<file path="config.mk">
export PLATFORM = sky130hd
export DESIGN_NAME = lsu_mem_master
export DESIGN_NICKNAME = d
export VERILOG_FILES = /design/src/rtl/lsu_mem_master.sv
export SDC_FILE = /design/constraint.sdc
export NUM_CORES = 1
export LEC_CHECK = 0
export ABC_AREA = 1
export CAP_MARGIN = 20
export CORE_UTILIZATION = 40
export CTS_CLUSTER_DIAMETER = 30
export DETAILED_ROUTE_END_ITERATION = 8
export GPL_ROUTABILITY_DRIVEN = 0
export GPL_TIMING_DRIVEN = 0
export PLACE_DENSITY = 0.76
export SLEW_MARGIN = 20
export SYNTH_ARGS = -nofsm -noshare
export SYNTH_HDL_FRONTEND = slang
export SYNTH_SLANG_ARGS = --single-unit
</file>
<file path="constraint.sdc">
create_clock -name clk -period 5.6 [get_ports clk]
set_clock_uncertainty 0.15 [all_clocks]
set_input_delay 0.56 -clock clk [delete_from_list [all_inputs] [get_ports clk]]
set_output_delay 0.56 -clock clk [all_outputs]
set_load 0.01 [all_outputs]
</file>
<file path="src/rtl/lsu_mem_master.sv">
// lsu_mem_master: single-outstanding load/store bridge from a MIPS-style core
// to a word-wide memory port. Handles byte/halfword lane steering, load
// sign/zero extension, an ack timeout and illegal-opcode error responses.
// Optional build macro: LSU_MISALIGN_TRAP_EN -- misaligned halfword/word
// accesses return an error instead of being forced to natural alignment.
module lsu_mem_master #(
  parameter int unsigned TIMEOUT = 16
) (
  input  logic        clk,
  input  logic        rst_n,
  input  logic        req_valid,
  output logic        req_ready,
  input  logic [5:0]  req_op,
  input  logic [31:0] req_addr,
  input  logic [31:0] req_wdata,
  output logic        rsp_valid,
  output logic [31:0] rsp_rdata,
  output logic        rsp_err,
  output logic        mem_req,
  output logic        mem_we,
  output logic [3:0]  mem_be,
  output logic [31:0] mem_addr,
  output logic [31:0] mem_wdata,
  input  logic        mem_ack,
  input  logic [31:0] mem_rdata
);

  localparam int unsigned CNT_W  = 8;
  localparam int unsigned DATA_W = 32;

  localparam logic [5:0] OP_LB  = 6'b100000;
  localparam logic [5:0] OP_LH  = 6'b100001;
  localparam logic [5:0] OP_LW  = 6'b100011;
  localparam logic [5:0] OP_LBU = 6'b100100;
  localparam logic [5:0] OP_LHU = 6'b100101;
  localparam logic [5:0] OP_SB  = 6'b101000;
  localparam logic [5:0] OP_SH  = 6'b101001;
  localparam logic [5:0] OP_SW  = 6'b101011;

  typedef enum logic [1:0] {
    IDLE   = 2'd0,
    ACCESS = 2'd1,
    RESP   = 2'd2
  } state_e;

  typedef enum logic [1:0] {
    SZ_BYTE = 2'd0,
    SZ_HALF = 2'd1,
    SZ_WORD = 2'd2
  } size_e;

  state_e              state_q, state_d;
  logic [CNT_W-1:0]    cnt_q, cnt_d;
  logic [5:0]          op_q, op_d;
  logic [1:0]          lane_q, lane_d;

  logic                req_ready_q, req_ready_d;
  logic                rsp_valid_q, rsp_valid_d;
  logic                rsp_err_q, rsp_err_d;
  logic [DATA_W-1:0]   rsp_rdata_q, rsp_rdata_d;
  logic                mem_req_q, mem_req_d;
  logic                mem_we_q, mem_we_d;
  logic [3:0]          mem_be_q, mem_be_d;
  logic [DATA_W-1:0]   mem_addr_q, mem_addr_d;
  logic [DATA_W-1:0]   mem_wdata_q, mem_wdata_d;

  size_e               op_size_c;
  logic                op_legal_c;
  logic                op_store_c;
  logic                req_ok_c;
  logic [DATA_W-1:0]   aligned_addr_c;
  logic [3:0]          be_c;
  logic [DATA_W-1:0]   wdata_c;
  logic [7:0]          load_byte_c;
  logic [15:0]         load_half_c;
  logic [DATA_W-1:0]   load_data_c;
  logic                timeout_hit_c;

  // Decode the incoming opcode into legality, direction and access size
  always_comb begin
    op_size_c  = SZ_WORD;
    op_legal_c = 1'b1;
    op_store_c = 1'b0;
    unique case (req_op)
      OP_LB, OP_LBU: op_size_c = SZ_BYTE;
      OP_LH, OP_LHU: op_size_c = SZ_HALF;
      OP_LW:         op_size_c = SZ_WORD;
      OP_SB: begin
        op_size_c  = SZ_BYTE;
        op_store_c = 1'b1;
      end
      OP_SH: begin
        op_size_c  = SZ_HALF;
        op_store_c = 1'b1;
      end
      OP_SW: begin
        op_size_c  = SZ_WORD;
        op_store_c = 1'b1;
      end
      default: op_legal_c = 1'b0;
    endcase
  end

`ifdef LSU_MISALIGN_TRAP_EN
  // Misaligned halfword/word requests are refused without touching memory
  always_comb begin
    aligned_addr_c = req_addr;
    req_ok_c       = op_legal_c;
    if ((op_size_c == SZ_HALF) && req_addr[0]) begin
      req_ok_c = 1'b0;
    end
    if ((op_size_c == SZ_WORD) && (req_addr[1:0] != 2'b00)) begin
      req_ok_c = 1'b0;
    end
  end
`else
  // Misaligned halfword/word requests are forced to natural alignment
  always_comb begin
    aligned_addr_c = req_addr;
    req_ok_c       = op_legal_c;
    if (op_size_c == SZ_HALF) begin
      aligned_addr_c = {req_addr[31:1], 1'b0};
    end else if (op_size_c == SZ_WORD) begin
      aligned_addr_c = {req_addr[31:2], 2'b00};
    end
  end
`endif

  // Byte enables and replicated write data for the accepted request
  always_comb begin
    be_c    = 4'b1111;
    wdata_c = '0;
    if (op_store_c) begin
      unique case (op_size_c)
        SZ_BYTE: begin
          be_c    = 4'b0001 << aligned_addr_c[1:0];
          wdata_c = {4{req_wdata[7:0]}};
        end
        SZ_HALF: begin
          be_c    = aligned_addr_c[1] ? 4'b1100 : 4'b0011;
          wdata_c = {2{req_wdata[15:0]}};
        end
        default: begin
          be_c    = 4'b1111;
          wdata_c = req_wdata;
        end
      endcase
    end
  end

  // Extract and extend the addressed lane from the returned word
  always_comb begin
    unique case (lane_q)
      2'd0:    load_byte_c = mem_rdata[7:0];
      2'd1:    load_byte_c = mem_rdata[15:8];
      2'd2:    load_byte_c = mem_rdata[23:16];
      default: load_byte_c = mem_rdata[31:24];
    endcase
    load_half_c = lane_q[1] ? mem_rdata[31:16] : mem_rdata[15:0];
    unique case (op_q)
      OP_LB:   load_data_c = {{24{load_byte_c[7]}}, load_byte_c};
      OP_LBU:  load_data_c = {24'h000000, load_byte_c};
      OP_LH:   load_data_c = {{16{load_half_c[15]}}, load_half_c};
      OP_LHU:  load_data_c = {16'h0000, load_half_c};
      OP_LW:   load_data_c = mem_rdata;
      default: load_data_c = '0;
    endcase
  end

  assign timeout_hit_c = ((cnt_q + CNT_W'(1)) == CNT_W'(TIMEOUT));

  // Next-state and registered-output logic
  always_comb begin
    state_d     = state_q;
    cnt_d       = cnt_q;
    op_d        = op_q;
    lane_d      = lane_q;
    req_ready_d = 1'b0;
    rsp_valid_d = 1'b0;
    rsp_err_d   = 1'b0;
    rsp_rdata_d = '0;
    mem_req_d   = 1'b0;
    mem_we_d    = 1'b0;
    mem_be_d    = 4'b0000;
    mem_addr_d  = '0;
    mem_wdata_d = '0;

    unique case (state_q)
      IDLE: begin
        if (req_valid && req_ready_q) begin
          if (!req_ok_c) begin
            state_d     = RESP;
            rsp_valid_d = 1'b1;
            rsp_err_d   = 1'b1;
          end else begin
            state_d     = ACCESS;
            cnt_d       = '0;
            op_d        = req_op;
            lane_d      = aligned_addr_c[1:0];
            mem_req_d   = 1'b1;
            mem_we_d    = op_store_c;
            mem_be_d    = be_c;
            mem_addr_d  = {aligned_addr_c[31:2], 2'b00};
            mem_wdata_d = wdata_c;
          end
        end
      end
      ACCESS: begin
        if (mem_ack) begin
          state_d     = RESP;
          rsp_valid_d = 1'b1;
          rsp_rdata_d = op_q[3] ? '0 : load_data_c;
        end else if (timeout_hit_c) begin
          state_d     = RESP;
          rsp_valid_d = 1'b1;
          rsp_err_d   = 1'b1;
        end else begin
          cnt_d       = cnt_q + CNT_W'(1);
          mem_req_d   = 1'b1;
          mem_we_d    = mem_we_q;
          mem_be_d    = mem_be_q;
          mem_addr_d  = mem_addr_q;
          mem_wdata_d = mem_wdata_q;
        end
      end
      RESP: begin
        state_d = IDLE;
      end
      default: begin
        state_d = IDLE;
      end
    endcase

    req_ready_d = (state_d == IDLE);
  end

  // State and output registers
  always_ff @(posedge clk or negedge rst_n) begin
    if (!rst_n) begin
      state_q     <= IDLE;
      cnt_q       <= '0;
      op_q        <= '0;
      lane_q      <= '0;
      req_ready_q <= 1'b1;
      rsp_valid_q <= 1'b0;
      rsp_err_q   <= 1'b0;
      rsp_rdata_q <= '0;
      mem_req_q   <= 1'b0;
      mem_we_q    <= 1'b0;
      mem_be_q    <= 4'b0000;
      mem_addr_q  <= '0;
      mem_wdata_q <= '0;
    end else begin
      state_q     <= state_d;
      cnt_q       <= cnt_d;
      op_q        <= op_d;
      lane_q      <= lane_d;
      req_ready_q <= req_ready_d;
      rsp_valid_q <= rsp_valid_d;
      rsp_err_q   <= rsp_err_d;
      rsp_rdata_q <= rsp_rdata_d;
      mem_req_q   <= mem_req_d;
      mem_we_q    <= mem_we_d;
      mem_be_q    <= mem_be_d;
      mem_addr_q  <= mem_addr_d;
      mem_wdata_q <= mem_wdata_d;
    end
  end

  assign req_ready = req_ready_q;
  assign rsp_valid = rsp_valid_q;
  assign rsp_err   = rsp_err_q;
  assign rsp_rdata = rsp_rdata_q;
  assign mem_req   = mem_req_q;
  assign mem_we    = mem_we_q;
  assign mem_be    = mem_be_q;
  assign mem_addr  = mem_addr_q;
  assign mem_wdata = mem_wdata_q;

endmodule
</file>
==> impl_metrics.env, run 1 <==
export IMPL_status="finished, violations left"
export IMPL_violations="hold timing"
export IMPL_cts_resized=0
export IMPL_drtIter0Drc=378
export IMPL_io_buffers=208
export IMPL_fin_crit_sh=0.4271
export IMPL_reg2reg_depth=6
export IMPL_ant_nets=0
export IMPL_row_count=44
export IMPL_dp_hpwl_um=12670
export IMPL_irDropWorstVdd_uv=207.2
export IMPL_ys_types=34
export IMPL_setup_viol=0
export IMPL_fin_ws_ns=3.208
export IMPL_p_leak_nw=4.172
export IMPL_die_area_um2=15300
export IMPL_post_place_ws_ns=2.864
export IMPL_ys_seq_area_frac=0.5113
export IMPL_drive_gt1_frac=0.1070
export IMPL_clk_latency_ns=0.42
export IMPL_cp_start_kind="input port"
export IMPL_grt_pass1_vias=5506
export IMPL_cp_slowest_cell="clkdlybuf4s50_1"
export IMPL_die_y_um=123.7
export IMPL_ys_ff_latch=121
export IMPL_drt_vias_per_instance=5.091
export IMPL_cts_buffers=17
export IMPL_timing_fmax_mhz=418.1
export IMPL_grt_pass1_wl_um=27000
export IMPL_synth_top_area_frac=0.5069
export IMPL_yosysTopAreaCell="dfrtp_1"
export IMPL_power_mw=2.776
export IMPL_slew_headroom=0.5529
export IMPL_r2r_end="mem_wdata[0]$_DFFE_PN0P_"
export IMPL_placed_cell_area_um2=8269
export IMPL_yosysWarningCount=0
export IMPL_drc=0
export IMPL_hold_path_class="in -> async"
export IMPL_vias=5849
export IMPL_instances_no_fill=1149
export IMPL_cts_tree="yes"
export IMPL_cp_required_ns=5.76
export IMPL_ys_flop_type="dfrtp_1"
export IMPL_core_area_um2=14480
export IMPL_synthCells=721
export IMPL_first_pass_iters=5
export IMPL_max_slew_worst_pin_slew_ns=0.6706
export IMPL_grt_max_degree=72
export IMPL_drv_cap=0
export IMPL_cp_end_kind="register"
export IMPL_synth_cell_area_um2=5924
export IMPL_netlist_top_cells_area="dfrtp_1 (51%), nand2_1 (14%), nand3_1 (5.8%)"
export IMPL_critPathArrivalTime_ns=2.56
export IMPL_path_clk_slew_ns=0.06
export IMPL_placed_cells=1115
export IMPL_wirelength_um=17460
export IMPL_final_hold_violation_count=2
export IMPL_cts_sinks=121
export IMPL_slew_viol_final=0
export IMPL_path_cells="clkdlybuf4s50_1 > nand2_1 > nor2_1 > o21ai_1 > nor2_2 > inv_1 > clkbuf_1 > o21ai_0"
export IMPL_final_core_util=0.6148
export IMPL_whs_ns=-0.004004
export IMPL_post_cts_buffers=0
export IMPL_post_drt_wl_per_cell_um=15.19
export IMPL_ios=211
export IMPL_powerDensity_nw_per_um2=311.8
export IMPL_critPathMaxStageDelay_ns=0.46
export IMPL_rsz0062_at_grt="false"
export IMPL_clock_path_buffers=2
export IMPL_start_util=0.4092
export IMPL_syn_area_per_cell_um2=8.217
export IMPL_setup_tns_ns=0
export IMPL_reg2reg_slack_ns=3.46
export IMPL_fin_crit_ns=2.392
export IMPL_worst_setup_path_type="in -> reg"
export IMPL_hold_buffers=0
export IMPL_synthToLayoutAreaGrowth_pct=50.26
export IMPL_grt_usage=0.2303
export IMPL_synthArstFlopShare=1.000
export IMPL_stdcell_area_um2=8902
export IMPL_finalNetCount=1057
export IMPL_cts_root_buf="clkbuf_16"
export IMPL_grt_antenna_before_repair=0
export IMPL_synth_edf_count=0
export IMPL_rr_startpoint="state_q[0]$_DFF_PN0_"
export IMPL_grt_overflow=0
export IMPL_nFillCells=1263
export IMPL_cts_max_level=4
export IMPL_crit_path_max_fanout=10
export IMPL_die_width_um=123.7
-- layout by cell type, fill, tap and decap left out, drive strengths merged --
master         synthesis  routed
a21oi                 18      18
dfstp                  1       1
clkbuf                14      31
nor2                  52      52
o31ai                  1       1
clkinvlp               0       2
nand2                221     221
a31oi                 18      18
conb                   1       2
o21bai                 1       1
nand3b                 2       2
o21ai                 50      50
nand3                 98      98
ha                     1       1
nor4                   1       1
nand4                  7       7
diode                  0       2
bufinv                 0       4
nor3                   3       3
o211ai                17      17
clkdlybuf4s50          0     207
a22oi                  6       6
clkinv                 2      11
inv                   63      63
dfrtp                120     120
buf                   24      26
-- power breakdown --
| group | switching (mW) | internal [mW] |
|---|---|---|
| logic | 0.378 | 0.254 |
| clock network | 0.407 | 0.745 |
| registers | 0.0515 | 0.940 |
-- cell families after synthesis --
group / share of synthesized area
fa+ha+maj: 0.002112
compound gates: 0.1088
flops: 0.5113
other cells: 0.0006330
simple gates: 0.3018
buf+inv: 0.07540
-- metal layers --
| metal | part of all wire | GRT usage | vias up |
|---|---|---|---|
| met2 | 0.47 | 0.3632 | 243 |
| met3 | 0.064 | 0.04808 | 47 |
| met5 | 0 | 0 | - |
| met1 | 0.43 | 0.2931 | 2721 |
| li1 | - | - | 2838 |
| met4 | 0.033 | 0.1318 | 0 |
-- state kept, by name, summed over array words and instances, names as in the netlist, 2 cells and up --
name       flops
rsp_rdata     32
mem_addr      30
state_q        2
cnt_q          8
lane_q         2
mem_wdata     32
mem_be         4
op_q           6
-- Yosys cell counts, types with 2 or more instances --
cell	instances
a21oi_1	18
a22oi_1	6
a31oi_1	18
buf_2	18
buf_4	2
buf_6	4
clkbuf_1	14
clkinv_1	2
dfrtp_1	120
inv_1	61
inv_2	2
nand2_1	218
nand2_2	3
nand3_1	69
nand3_2	29
nand4_1	7
nor2_1	46
nor2_2	5
o211ai_1	17
o21ai_0	46
o21ai_1	3
-- worst max path at each step --
stage                   start                        end
finish              req_op[5]   mem_wdata[0]$_DFFE_PN0P_
global route        req_op[5]   mem_wdata[0]$_DFFE_PN0P_
CTS                 req_op[5]   mem_wdata[0]$_DFFE_PN0P_
detailed placement  req_op[5]   mem_wdata[2]$_DFFE_PN0P_
global placement        rst_n   mem_addr[19]$_DFFE_PN0P_
floorplan           req_op[4]  mem_wdata[23]$_DFFE_PN0P_
-- worst max-delay path, delay by kind of cell --
family	cells	cell delay, ns
buf+inv	3	1.00
simple gates	3	0.59
compound gates	2	0.40
-- layout make-up --
class                           count  area, µm²  share of cell area
Antenna cell                        2      5.005           0.0005622
Buffer                             38      202.7             0.02277
Clock buffer                       17      425.4             0.04779
Clock inverter                     15      202.7             0.02277
Inverter                           65      244.0             0.02741
Multi-Input combinational cell    498       2452              0.2755
Sequential cell                   121       3029              0.3403
Tap cell                          184      230.2             0.02586
Timing Repair Buffer              209       2111              0.2371
Note: power is estimated with default switching activity, not from simulation.
==> run 2: changes to the inputs <==
==> constraint.sdc (replaced) <==
create_clock -name clk -period 2.25 [get_ports clk]
set_clock_uncertainty 0.15 [all_clocks]
set_input_delay 0.225 -clock clk [delete_from_list [all_inputs] [get_ports clk]]
set_output_delay 0.225 -clock clk [all_outputs]
set_load 0.01 [all_outputs]
==> run 2 against run 1 <==
Net effect: cell count barely moved; via count rose by 0.87%; cell area up 0.20%; the flow now finishes without violations; non-clock buffer count is 1 higher; global-route usage did not move; critical path depth grew 4; wire length rose by 0.34%; largest cell class unchanged; core utilization grew 0.12 points; sequential share of layout area fell by 0.067 points; first-iteration DRC count increased by 18%.
==> impl_metrics.env, run 2 (same netlist as run 1, synthesis figures left out) <==
export IMPL_clk_latency_ns=0.42
export IMPL_cp_start_kind="register"
export IMPL_whs_ns=0.1939
export IMPL_drv_cap=0
export IMPL_reg2reg_depth=12
export IMPL_fin_crit_sh=0.9271
export IMPL_path_clk_slew_ns=0.06
export IMPL_path_buf_inv=2
export IMPL_max_slew_worst_pin_slew_ns=0.6757
export IMPL_multiInputGateArea_um2=2460
export IMPL_synthToLayoutAreaGrowth_pct=50.56
export IMPL_cp_required_ns=2.40
export IMPL_status="completed"
export IMPL_setup_tns_ns=0
export IMPL_path_cells="ha_2 > nand2_2 > nor2_2 > nand3_1 > nand2_1 > nand2_1 > nor2_2 > nand2_2 > buf_6 > buf_6 > nand3_2 > nand2_1"
export IMPL_r2r_end="mem_addr[21]$_DFFE_PN0P_"
export IMPL_grt_pass1_wl_um=27000
export IMPL_cts_sinks=121
export IMPL_cts_buffers=17
export IMPL_rr_startpoint="cnt_q[0]$_DFFE_PN0P_"
export IMPL_pwr_share_seq=0.357
export IMPL_placed_cells=1115
export IMPL_drt_vias_per_instance=5.130
export IMPL_critPathMaxStageDelay_ns=0.42
export IMPL_mostFrequentLayoutCells="nand2_1 (218), clkdlybuf4s50_1 (207), dfrtp_1 (120), nand3_1 (69), inv_1 (61)"
export IMPL_post_cts_buffers=0
export IMPL_io_buffers=208
export IMPL_first_pass_iters=5
export IMPL_clock_path_buffers=2
export IMPL_drtIter0Drc=445
export IMPL_final_common_cell="nand2_1"
export IMPL_crit_end="mem_addr[21]$_DFFE_PN0P_"
export IMPL_swShare=0.3022
export IMPL_crit_cells=12
export IMPL_crit_path_max_fanout=10
export IMPL_wirelength_um=17520
export IMPL_grt_max_degree=72
export IMPL_grt_antenna_before_repair=0
export IMPL_p_comb_frac=0.228
export IMPL_hold_path_class="in -> reg"
export IMPL_vias=5900
export IMPL_slew_viol_final=0
export IMPL_crit_family="simple AND/OR/NAND/NOR gates"
export IMPL_slew_headroom=0.5495
export IMPL_instances_no_fill=1150
export IMPL_cp_end_kind="register"
export IMPL_regArea_um2=3029
export IMPL_post_drt_wl_per_cell_um=15.23
export IMPL_cts_root_buf="clkbuf_16"
export IMPL_cp_startpoint="cnt_q[0]$_DFFE_PN0P_"
export IMPL_dp_hpwl_um=12670
export IMPL_die_area_um2=15300
export IMPL_grt_pass1_vias=5506
export IMPL_cts_max_level=4
export IMPL_pwr_share_clk=0.415
export IMPL_irDropWorstVdd_uv=515.6
export IMPL_cp_slowest_cell="dfrtp_1"
export IMPL_grt_overflow=0
export IMPL_critPathArrivalTime_ns=2.23
export IMPL_power_mw=6.918
export IMPL_grt_usage=0.2303
export IMPL_cts_tree="yes"
export IMPL_start_util=0.4092
export IMPL_die_y_um=123.7
export IMPL_reg2reg_slack_ns=0.16
export IMPL_powerDensity_nw_per_um2=775.5
export IMPL_power_switching_mw=2.090
export IMPL_timing_fmax_mhz=479.4
export IMPL_worst_setup_path_type="reg -> reg"
export IMPL_setup_viol=0
export IMPL_post_place_ws_ns=-0.1514
export IMPL_drc=0
export IMPL_die_width_um=123.7
export IMPL_fin_crit_ns=2.086
export IMPL_ios=211
export IMPL_core_area_um2=14480
export IMPL_nFillCells=1270
export IMPL_final_hold_violation_count=0
export IMPL_cp_common_cell="nand2_1"
export IMPL_rsz0062_at_grt="false"
export IMPL_ant_nets=0
export IMPL_p_int_mw=4.827
export IMPL_row_count=44
export IMPL_finalNetCount=1058
export IMPL_drive_gt1_frac=0.1079
export IMPL_p_leak_nw=4.173
export IMPL_fin_ws_ns=0.1640
[run 2: changes by cell type in the layout (fill, tap and decap cells not counted)]
cell / before / now
dlygate4sd3_1: 0 / 1
ha_1: 1 / 0
ha_2: 0 / 1
nor2_2: 5 / 4
nor2_4: 1 / 2
[run 2: metrics by stage]
step	cell area, µm²	util
after floorplan	5928	-
after global placement	8240	0.5691
after detailed placement	8269	0.5711
after CTS	8907	0.6152
after global routing	8915	0.6157
final	8920	0.6161
[run 2: power by group through the flow]
stage / registers [mW] / logic (mW) / clock network [mW]
4_1_cts: 2.47 / 1.57 / 2.91
5_1_grt: 2.49 / 1.74 / 2.99
3_5_place_dp: 2.50 / 1.56 / 0
3_3_place_gp: 2.50 / 1.54 / 0
2_1_floorplan: 2.52 / 0.861 / 0
6_report: 2.47 / 1.58 / 2.87
[run 2: worst min-delay path, delay by kind of cell]
kind          cells  cell delay, ns
simple gates      2            0.10
buf+inv           1            0.39
[run 2: repair_timing]
action                                  CTS  global route
hold endpoints to repair                 70             0
hold buffers                              1             0
endpoints found under the setup margin    0             7
gates resized for setup                   0             2
[run 2: worst min-delay path by stage]
| stage | start | to | cells after the start |
|---|---|---|---|
| 2_1_floorplan | rst_n | cnt_q[0]$_DFFE_PN0P_ | 0 |
| 3_3_place_gp | op_q[5]$_DFFE_PN0P_ | op_q[5]$_DFFE_PN0P_ | 2 |
| 3_5_place_dp | rst_n | cnt_q[0]$_DFFE_PN0P_ | 1 |
| 4_1_cts | req_addr[25] | mem_addr[25]$_DFFE_PN0P_ | 3 |
| 5_1_grt | req_addr[8] | mem_addr[8]$_DFFE_PN0P_ | 3 |
| 6_report | req_addr[25] | mem_addr[25]$_DFFE_PN0P_ | 3 |
[run 2: final cells by class]
class,instances,share of cell area
Antenna cell,2,0.0005611
Buffer,38,0.02272
Clock buffer,17,0.04769
Clock inverter,15,0.02272
Inverter,65,0.02735
Multi-Input combinational cell,498,0.2758
Sequential cell,121,0.3396
Tap cell,184,0.02581
Timing Repair Buffer,210,0.2378
[run 2: layer usage]
metal  vias up  GRT usage  routed length, µm
met1      2747     0.2931               7431
met4         0     0.1318                571
li1       2841          -                  -
met2       265     0.3632               8295
met5         -          0                  0
met3        47    0.04808               1219
